## config.mk

```make
export PLATFORM = sky130hd
export DESIGN_NAME = wishbone_arbiter2
export DESIGN_NICKNAME = d
export VERILOG_FILES = /design/src/rtl/wishbone_arbiter2.sv
export SDC_FILE = /design/constraint.sdc
export NUM_CORES = 1
export LEC_CHECK = 0
export CORE_UTILIZATION = 32
export DETAILED_ROUTE_END_ITERATION = 6
export PLACE_DENSITY = 0.9
export SETUP_SLACK_MARGIN = 0.4
export SLEW_MARGIN = 25
export SYNTH_ARGS = -nofsm -noshare
export SYNTH_HDL_FRONTEND = slang
export SYNTH_SLANG_ARGS = --single-unit
```

## constraint.sdc

```tcl
create_clock -name clk -period 2.8 [get_ports clk]
set_input_delay 0.56 -clock clk [delete_from_list [all_inputs] [get_ports clk]]
set_output_delay 0.56 -clock clk [all_outputs]
set_load 0.01 [all_outputs]
```

## src/rtl/wishbone_arbiter2.sv

```systemverilog
// Two-master / one-slave Wishbone classic arbiter for the 24-bit address,
// 16-bit data register bus. A round-robin grant is held for a whole cyc.
// A watchdog terminates slave cycles that never ack by returning err to the
// owning master for one cycle and releasing the bus.
module wishbone_arbiter2 #(
    parameter int ADDR_WIDTH     = 24,
    parameter int DATA_WIDTH     = 16,
    parameter int TIMEOUT_CYCLES = 255
) (
    input  logic                  clk,
    input  logic                  rst,

    input  logic [ADDR_WIDTH-1:0] m0AdrI,
    input  logic [DATA_WIDTH-1:0] m0DatI,
    output logic [DATA_WIDTH-1:0] m0DatO,
    input  logic                  m0CycI,
    input  logic                  m0StbI,
    input  logic                  m0WeI,
    output logic                  m0AckO,
    output logic                  m0ErrO,

    input  logic [ADDR_WIDTH-1:0] m1AdrI,
    input  logic [DATA_WIDTH-1:0] m1DatI,
    output logic [DATA_WIDTH-1:0] m1DatO,
    input  logic                  m1CycI,
    input  logic                  m1StbI,
    input  logic                  m1WeI,
    output logic                  m1AckO,
    output logic                  m1ErrO,

    output logic [ADDR_WIDTH-1:0] sAdrO,
    output logic [DATA_WIDTH-1:0] sDatO,
    input  logic [DATA_WIDTH-1:0] sDatI,
    output logic                  sCycO,
    output logic                  sStbO,
    output logic                  sWeO,
    input  logic                  sAckI,

    output logic [1:0]            grant
);

    typedef enum logic [1:0] {
        IDLE = 2'd0,
        OWN0 = 2'd1,
        OWN1 = 2'd2
    } state_t;

    // Watchdog fires on the strobe cycle where the timer has counted
    // TIMEOUT_CYCLES-1 earlier unacknowledged strobe cycles.
    localparam logic [15:0] TIMER_LAST = 16'(TIMEOUT_CYCLES - 1);

    state_t      state;
    state_t      state_next;
    logic        last_owner;       // 0 = m0 owned last, 1 = m1 owned last
    logic        last_owner_next;
    logic [15:0] timer;

    logic        owner_cyc;
    logic        owner_stb;
    logic        stb_raw;
    logic        err_pulse;

    // Grant is decoded straight from the state so an async reset drops it at once.
    assign grant = {state == OWN1, state == OWN0};

    // Route the owning master's request signals onto the slave port.
    always_comb begin
        // NOTE: every output of this block gets a default first, so no path leaves it unassigned and no latch is inferred.
        owner_cyc = 1'b0;
        owner_stb = 1'b0;
        sAdrO     = '0;
        sDatO     = '0;
        sWeO      = 1'b0;
        case (state)
            OWN0: begin
                owner_cyc = m0CycI;
                owner_stb = m0StbI;
                sAdrO     = m0AdrI;
                sDatO     = m0DatI;
                sWeO      = m0WeI;
            end
            OWN1: begin
                owner_cyc = m1CycI;
                owner_stb = m1StbI;
                sAdrO     = m1AdrI;
                sDatO     = m1DatI;
                sWeO      = m1WeI;
            end
            default: ;
        endcase
    end

    // A master dropping cyc removes the slave strobe in the same cycle.
    assign stb_raw   = owner_cyc & owner_stb;
    // An ack arriving on the timeout cycle wins over the watchdog.
    assign err_pulse = stb_raw & ~sAckI & (timer == TIMER_LAST);

    assign sCycO  = owner_cyc;
    assign sStbO  = stb_raw & ~err_pulse;

    assign m0AckO = sAckI & sStbO & grant[0];
    assign m1AckO = sAckI & sStbO & grant[1];
    assign m0ErrO = err_pulse & grant[0];
    assign m1ErrO = err_pulse & grant[1];

    // Read data is broadcast; each master qualifies it with its own ack.
    assign m0DatO = sDatI;
    assign m1DatO = sDatI;

    // Next-state logic: round-robin on ties, release on cyc drop or timeout.
    always_comb begin
        state_next      = state;
        last_owner_next = last_owner;
        case (state)
            IDLE: begin
                if (m0CycI && m1CycI) begin
                    state_next = last_owner ? OWN0 : OWN1;
                end else if (m0CycI) begin
                    state_next = OWN0;
                end else if (m1CycI) begin
                    state_next = OWN1;
                end
            end
            OWN0: begin
                if (err_pulse || !m0CycI) begin
                    state_next      = IDLE;
                    last_owner_next = 1'b0;
                end
            end
            OWN1: begin
                if (err_pulse || !m1CycI) begin
                    state_next      = IDLE;
                    last_owner_next = 1'b1;
                end
            end
            default: state_next = IDLE;
        endcase
    end

    // State and round-robin history registers; m0 wins the first tie after reset.
    always_ff @(posedge clk or negedge rst) begin
        // NOTE: clocked state uses non-blocking assignments so every register samples pre-edge values.
        if (!rst) begin
            state      <= IDLE;
            last_owner <= 1'b1;
        end else begin
            state      <= state_next;
            last_owner <= last_owner_next;
        end
    end

    // Watchdog counts consecutive unacknowledged strobe cycles of the owner.
    always_ff @(posedge clk or negedge rst) begin
        if (!rst) begin
            timer <= '0;
        end else if (state == IDLE || sAckI || !sStbO) begin
            timer <= '0;
        end else begin
            timer <= timer + 16'd1;
        end
    end

endmodule

```

After elaboration in Yosys (flattened, before gate mapping)
Index checks and enable logic that the tools add are counted.

Reduce and logical (&&, ||, !) cells: 12. Add/subtract/negate cells: 1. Equal/unequal tests: 6. Mux-type cells: 16. Bitwise gates (word level): 11.

Operator list (number): $pmux 24 s2 (1); $pmux 16 s2 (1); $add 16x1->16 const B (1); $eq 16x8->1 const B (1); $mux 16 (1); $mux 2 (6); $and 1x1->1 (9); $pmux 1 s2 (4); $pmux 2 s3 (1); $reduce_and 3->1 (2); $logic_or 1x1->1 (4); $ne 2x1->1 const B (2); $ne 4x4->1 const B (1); $logic_not 1->1 (3); $eq 2x1->1 const B (1); $eq 2x2->1 const B (1); $logic_not 2->1 (1); $mux 1 (2); $not 1->1 (2); $reduce_bool 2->1 (1); $logic_and 1x1->1 (1).

Register bits: 19. Word-level logic and storage cells: 49. Input bits: 105. Output and inout bits: 81.

Depth between registers and ports, before layout
Gate-level depths: netlist of run 1.

Word-level depth: 10. Mapped depth: 8. Gate-level depth less buffers: 7.

Least setup slack after synthesis of run 1
OpenSTA, ideal clock, no wires.

Kind: register to output. From: reg state[1]. To: out m0AckO. Data required time: 2.240 ns. Arrival time: 1.776 ns. Stages on the path, launching flop included: 8. Slack: 0.464 ns. Buffers on the path: 1. Path through: dfrtp_1 -> inv_1 -> ha_1 -> buf_2 -> a22o_1 -> nand3_1 -> a21oi_1 -> and3_1.

Cells in the longest elaborated chain, start to end: 9. Elaborated cells between the ends (all ways): 11. Those cells by class: eq/ne: 2; mux: 2; bitwise: 7.

Ends and longest elaborated chain: start, declared (RTL line 52) `state_t state;`; start signal, assigned (RTL line 147) `state <= state_next;`; $eq 2x1->1 * (RTL line 64) `assign grant = {state == OWN1, state == OWN0};`; net grant[0] (RTL line 39) `output logic [1:0] grant`; $pmux 1 s2 (RTL line 74) `case (state)`; $and 1x1->1 * (RTL line 94) `assign stb_raw = owner_cyc & owner_stb;`; $and 1x1->1 (2 in series) (RTL line 96) `assign err_pulse = stb_raw & ~sAckI & (timer == TIMER_LAST);`; $not 1->1 (RTL line 99) `assign sStbO = stb_raw & ~err_pulse;`; $and 1x1->1 * (RTL line 99); net sStbO (RTL line 35) `output logic sStbO,`; $and 1x1->1 * (2 in series) (RTL line 101) `assign m0AckO = sAckI & sStbO & grant[0];`; end, declared (RTL line 19) `output logic m0AckO,`.

Mark *: on every way through the listed nets, which the timed path passes. The rest lies on a longest branch.

Worst setup path in the final report of run 1
From: reg state[0]. To: out m0ErrO.

Cells in the longest elaborated chain, start to end: 6. Elaborated cells between the ends (all ways): 8. Those cells by class: eq/ne: 2; mux: 2; bitwise: 4.

Ends and longest elaborated chain: $eq 2x2->1 / $eq 2x1->1 (equally long branches) (RTL line 74, 64); $pmux 1 s2 (RTL line 74); $and 1x1->1 (RTL line 94); $and 1x1->1 (2 in series) (RTL line 96); $and 1x1->1 * (RTL line 103) `assign m0ErrO = err_pulse & grant[0];`; end, declared (RTL line 20) `output logic m0ErrO,`.

Mark *: on every way between the ends. The rest lies on a longest branch, timed or not.

==> impl_metrics.tcl, run 1 <==
set metrics [dict create \
    antenna_found_initial 0 \
    grt_max_degree 21 \
    synthTopCellsByCount "nor2b_1 (42), a22oi_1 (41), buf_4 (33), dfrtp_1 (18)" \
    yosysMostFrequentCell "nor2b_1" \
    fillers 572 \
    setup-violations-final 0 \
    h-tree-depth 1 \
    hp-class "flop to flop" \
    ys_ff_latch 19 \
    crit_cells 7 \
    path_max_fanout 5 \
    finalHoldViolCount 0 \
    n_antenna_cell 0 \
    syn-cell-area_um2 2100 \
    ctsHoldBuffers 0 \
    cp_num_buf_inv 3 \
    drv_cap 0 \
    cts_buffers 3 \
    drtAntennaViolNets 0 \
    run_status "completed" \
    reg2reg_slack_ps 670 \
    pre_cts_ws_ps -126 \
    yosysUniqueCellTypes 40 \
    r2r_cells 7 \
    syn_nets 366 \
    cts_tree "done" \
    die_h_um 83.0 \
    final-seq-area_um2 477 \
    critPathCaptureType "output pin" \
    ys_warn_count 0 \
    grt_overflow 0 \
    vias 2390 \
    rsz0062_at_grt "true" \
    placed_cells 437 \
    max-slew-margin-rel_pct 43.5 \
    vdd_drop_max_v 0.000316 \
    insertion_delay_ps 260 \
    p_per_area_nw_per_um2 647 \
    syn2layout_area_growth_pct 74.6 \
    post-route-util_pct 57.7 \
    die_area_um2 6880 \
    coreArea_um2 6350 \
    worst_slew_pin_slew_ps 845 \
    holdPathStages 2 \
    path_cells "inv_2 -> ha_4 -> a22o_4 -> buf_6 -> nand4_1 -> nor4_2 -> buf_2" \
    drt-pass1-iter-count 4 \
    finClkSkew_ps 4.96 \
    yosys.area.top_type "dfrtp_1" \
    drive_gt1_share_pct 21.2 \
    async_reset_ff_share_pct 100 \
    finalSetupTns_ps 0 \
    gp_congestion 0.825 \
    p_leak_nw 1.54 \
    dp_hpwl_um 6310 \
    syn_inst 256 \
    slowest_stage "dfrtp_1" \
    grt_pass1_vias 2371 \
    start_util_pct 33.0 \
    min_period_ps 2490 \
    ys.flop_type "dfrtp_1" \
    ys_seq_area_share_pct 22.7 \
    crit_required_ps 2240 \
    fin_crit_sh_pct 89.0 \
    drcViolationCount 0 \
    critical-path-top-delay-family "simple AND/OR/NAND/NOR gates" \
    root_buffer "clkbuf_8" \
    swShare_pct 40.2 \
    fin_ws_ps 308 \
    clock_path_buffers 2 \
    fin_nets 484 \
    synth_edf_count 0 \
    cts.sinks 19 \
    intPower_mw 1.42 \
    slew_violations 0 \
    rows 29 \
    switchingPower_mw 0.954 \
    crit_arrival_ps 1930 \
    synth_area_per_cell_um2 8.19 \
    drt-initial-drc-count 111 \
    multi_input_area_um2 1410 \
    final_cells 450 \
    clk_pin_slew_ps 70 \
    grt_pass1_wl_um 12900 \
    seqPwrFrac_pct 13.3 \
    criticalPathCategory "flop to output pin" \
    wl_per_cell_um 19.0 \
    grt_usage_pct 23.6 \
    synth.area.top_cells "dfrtp_1 (21%), a22oi_1 (15%), nor2b_1 (13%)" \
    max_stage_delay_ps 400 \
    critPathLaunchType "flop" \
    io_buffers 137 \
    finalWirelength_um 8530 \
    synth_top_area_share_pct 21.5 \
    holdWs_ps 522 \
    vias_per_cell 5.31 \
    p_clk_share_pct 8.3 \
    fmax_ghz 0.401 \
    combPwrFrac_pct 78.4 \
    io_pins 186 \
    die_w_um 83.0 \
]
## per-stage QoR
step,power (mW),instance area [um2]
2_1_floorplan,1.15,2100
3_3_place_gp,1.82,3360
3_5_place_dp,1.84,3360
4_1_cts,2.27,3570
5_1_grt,2.50,3660
6_report,2.37,3660
## path summary, 6_finish.rpt
kind                             from          to
max                          state[0]      m0ErrO
min                        last_owner  last_owner
max reg2reg                  timer[0]    timer[4]
min reg2reg                last_owner  last_owner
max in group asynchronous         rst    state[1]
min in group asynchronous         rst    timer[5]
## layout by cell type (no fill, tap or decap), drive strengths merged, types with 3 or more instances in the layout
cell / n
dlymetal6s2s: 4
nor2b: 42
nand4: 4
clkdlybuf4s50: 85
a21oi: 4
inv: 8
and3: 5
xnor2: 5
nand2: 13
dlygate4sd2: 36
clkdlybuf4s15: 4
dfrtp: 18
a22oi: 41
ha: 5
nor4: 6
nor2: 14
buf: 25
nand3: 10
xor2: 6
clkbuf: 10
and4: 3
## power by group through the flow
stage,registers [mW],logic (mW),clock network (mW)
2_1_floorplan,0.316,0.830,0
3_3_place_gp,0.320,1.50,0
3_5_place_dp,0.321,1.52,0
4_1_cts,0.314,1.76,0.197
5_1_grt,0.318,1.98,0.210
6_report,0.314,1.86,0.197
## sequential cells by signal, summed over array words and instances (netlist names)
name        count
timer          16
last_owner      1
state           2
## cell families (layout without fill, tap and decap cells)
group | Yosys count | in the layout | share of synthesized area (%)
AND/OR/NAND/NOR | 104 | 104 | 31.1
adder cells (fa/ha/maj) | 5 | 5 | 2.98
AO/OA/AOI/OAI | 59 | 59 | 21.3
XOR/XNOR | 11 | 11 | 4.59
buffers and inverters | 58 | 175 | 17.3
flip-flops | 19 | 19 | 22.7
## per-layer routing
layer | global-route usage (%) | up-vias | routed length (um)
met3 | 11.7 | 17 | 1070
met4 | 3.61 | 0 | 97
li1 | - | 1117 | -
met2 | 38.4 | 121 | 3900
met1 | 28.6 | 1135 | 3470
met5 | 0 | - | 0
## repair_timing
| item | in CTS | in global routing |
|---|---|---|
| setup buffers | 3 | 4 |
| cloned | 2 | 0 |
| resized for setup | 84 | 37 |
| setup endpoints to repair | 49 | 19 |
| pin swaps | 4 | 9 |
## final cells by class
| class | count | share of cell area [%] |
|---|---|---|
| flip-flops and latches | 19 | 13.0 |
| inverters | 8 | 0.820 |
| multi-input cells | 179 | 38.4 |
| clock buffers | 3 | 1.13 |
| repair buffers | 163 | 43.8 |
| clock inverters | 1 | 0.137 |
| well taps | 77 | 2.63 |
## tightest hold or removal path, delay by kind of cell, from the launching register on
kind / cells / cell delay [ps]
DFF: 1 / 380
AOI/OAI and AO/OA: 1 / 80
and+or+nand+nor: 1 / 60
(Power assumes the default switching activity.)
==> run 2: changes to the inputs <==
--- a/config.mk
+++ b/config.mk
@@ -7,7 +7,7 @@
 export LEC_CHECK = 0
 export CORE_UTILIZATION = 32
 export DETAILED_ROUTE_END_ITERATION = 6
-export PLACE_DENSITY = 0.9
+export PLACE_DENSITY = 0.89
 export SETUP_SLACK_MARGIN = 0.4
 export SLEW_MARGIN = 25
 export SYNTH_ARGS = -nofsm -noshare
==> impl_metrics.tcl, run 2 (same netlist as run 1, synthesis figures left out) <==
set metrics [dict create \
    run_status "completed" \
    n_antenna_cell 0 \
    critPathLaunchType "flop" \
    finalWirelength_um 8340 \
    max-slew-margin-rel_pct 45.1 \
    post-route-util_pct 58.6 \
    worst_slew_pin_slew_ps 822 \
    wl_per_cell_um 18.4 \
    setup-violations-final 0 \
    combPwrFrac_pct 78.1 \
    grt_overflow 0 \
    slew_violations 0 \
    io_buffers 137 \
    vias_per_cell 5.22 \
    fmax_ghz 0.405 \
    grt_usage_pct 22.3 \
    p_per_area_nw_per_um2 628 \
    switchingPower_mw 0.954 \
    fin_nets 488 \
    hp-class "flop to flop" \
    critPathCaptureType "output pin" \
    drv_cap 0 \
    vias 2368 \
    start_util_pct 33.0 \
    finalSetupTns_ps 0 \
    die_w_um 83.0 \
    clk_pin_slew_ps 80 \
    drt-initial-drc-count 112 \
    cts_buffers 3 \
    reg2reg_slack_ps 740 \
    clock_path_buffers 2 \
    vdd_drop_max_v 0.000361 \
    finClkSkew_ps 6.01 \
    syn2layout_area_growth_pct 77.5 \
    die_h_um 83.0 \
    grt_pass1_vias 2414 \
    h-tree-depth 1 \
    rsz0062_at_grt "true" \
    cts.sinks 19 \
    insertion_delay_ps 260 \
    drive_gt1_share_pct 25.2 \
    drtAntennaViolNets 0 \
    intPower_mw 1.38 \
    crit_required_ps 2240 \
    root_buffer "clkbuf_8" \
    finalHoldViolCount 0 \
    min_period_ps 2470 \
    cts_tree "done" \
    final_cells 454 \
    io_pins 186 \
    path_max_fanout 4 \
    seqPwrFrac_pct 13.5 \
    die_area_um2 6880 \
    coreArea_um2 6350 \
    drcViolationCount 0 \
    dp_hpwl_um 6320 \
    ctsHoldBuffers 0 \
    grt_max_degree 34 \
    largest_reg_flops 16 \
    fin_crit_sh_pct 88.2 \
    swShare_pct 40.8 \
    grt_pass1_wl_um 12300 \
    top_regs "timer (16), state (2), last_owner (1)" \
    rows 29 \
    p_leak_nw 1.52 \
    placed_cells 434 \
    final_common_cell "clkdlybuf4s50_1" \
    final_cell_mix "clkdlybuf4s50_1 (85), dlygate4sd2_1 (36), nor2b_1 (31), a22oi_1 (27), buf_4 (22)" \
    p_clk_share_pct 8.4 \
    crit_arrival_ps 1910 \
    antenna_found_initial 0 \
    gp_congestion 0.939 \
    regMostFlops "timer" \
    criticalPathCategory "flop to output pin" \
    drt-pass1-iter-count 4 \
]
[run 2: cell type report]
type                            instances  area, um2
Clock buffer                            4       45.0
Fill cell                             569       2630
Multi-Input combinational cell        179       1460
Tap cell                               77       96.3
Timing Repair Buffer                  167       1610
Sequential cell                        19        478
Inverter                                8       30.0
[run 2: through the flow]
stage	setup slack, ps	hold WS, ps	instance area, um2	total power [mW]
6_report	330	525	3720	2.34
5_1_grt	279	546	3720	2.46
4_1_cts	293	523	3530	2.15
3_5_place_dp	-159	512	3340	1.83
3_3_place_gp	-140	500	3340	1.80
2_1_floorplan	464	264	2100	1.15
[run 2: power groups by stage]
stage | combinational [mW] | clock (mW) | sequential (mW)
2_1_floorplan | 0.830 | 0 | 0.316
3_3_place_gp | 1.48 | 0 | 0.321
3_5_place_dp | 1.51 | 0 | 0.322
4_1_cts | 1.64 | 0.197 | 0.313
5_1_grt | 1.94 | 0.210 | 0.315
6_report | 1.83 | 0.196 | 0.315
[run 2: timing repair]
item,4_1_cts,5_1_grt
gates resized for setup,102,37
endpoints found under the setup margin,48,23
pin swaps,9,9
cloned,0,1
setup buffers,9,6
[run 2: metal layers]
layer	wire, um	GRT usage, %
met5	0	0
met1	3440	28.2
met3	860	7.65
met2	3890	37.3
met4	147	3.92
[run 2: worst paths after layout]
kind | start | end | depth (start not counted)
worst max register to register | timer[1] | timer[13] | 6
worst max-delay path | state[1] | m1AckO | 7
worst min register to register | last_owner | last_owner | 2
min in group asynchronous | rst | timer[0] | 1
worst min-delay path | last_owner | last_owner | 2
max in group asynchronous | rst | timer[1] | 1
[run 2: worst max-delay path, stage by stage, from the launching register on]
cell           delay, ps
dfrtp_1              400
buf_4                150
ha_4                 190
a22o_4               270
nand3_2              120
a21oi_4               50
and3_1               190
dlygate4sd2_1        280
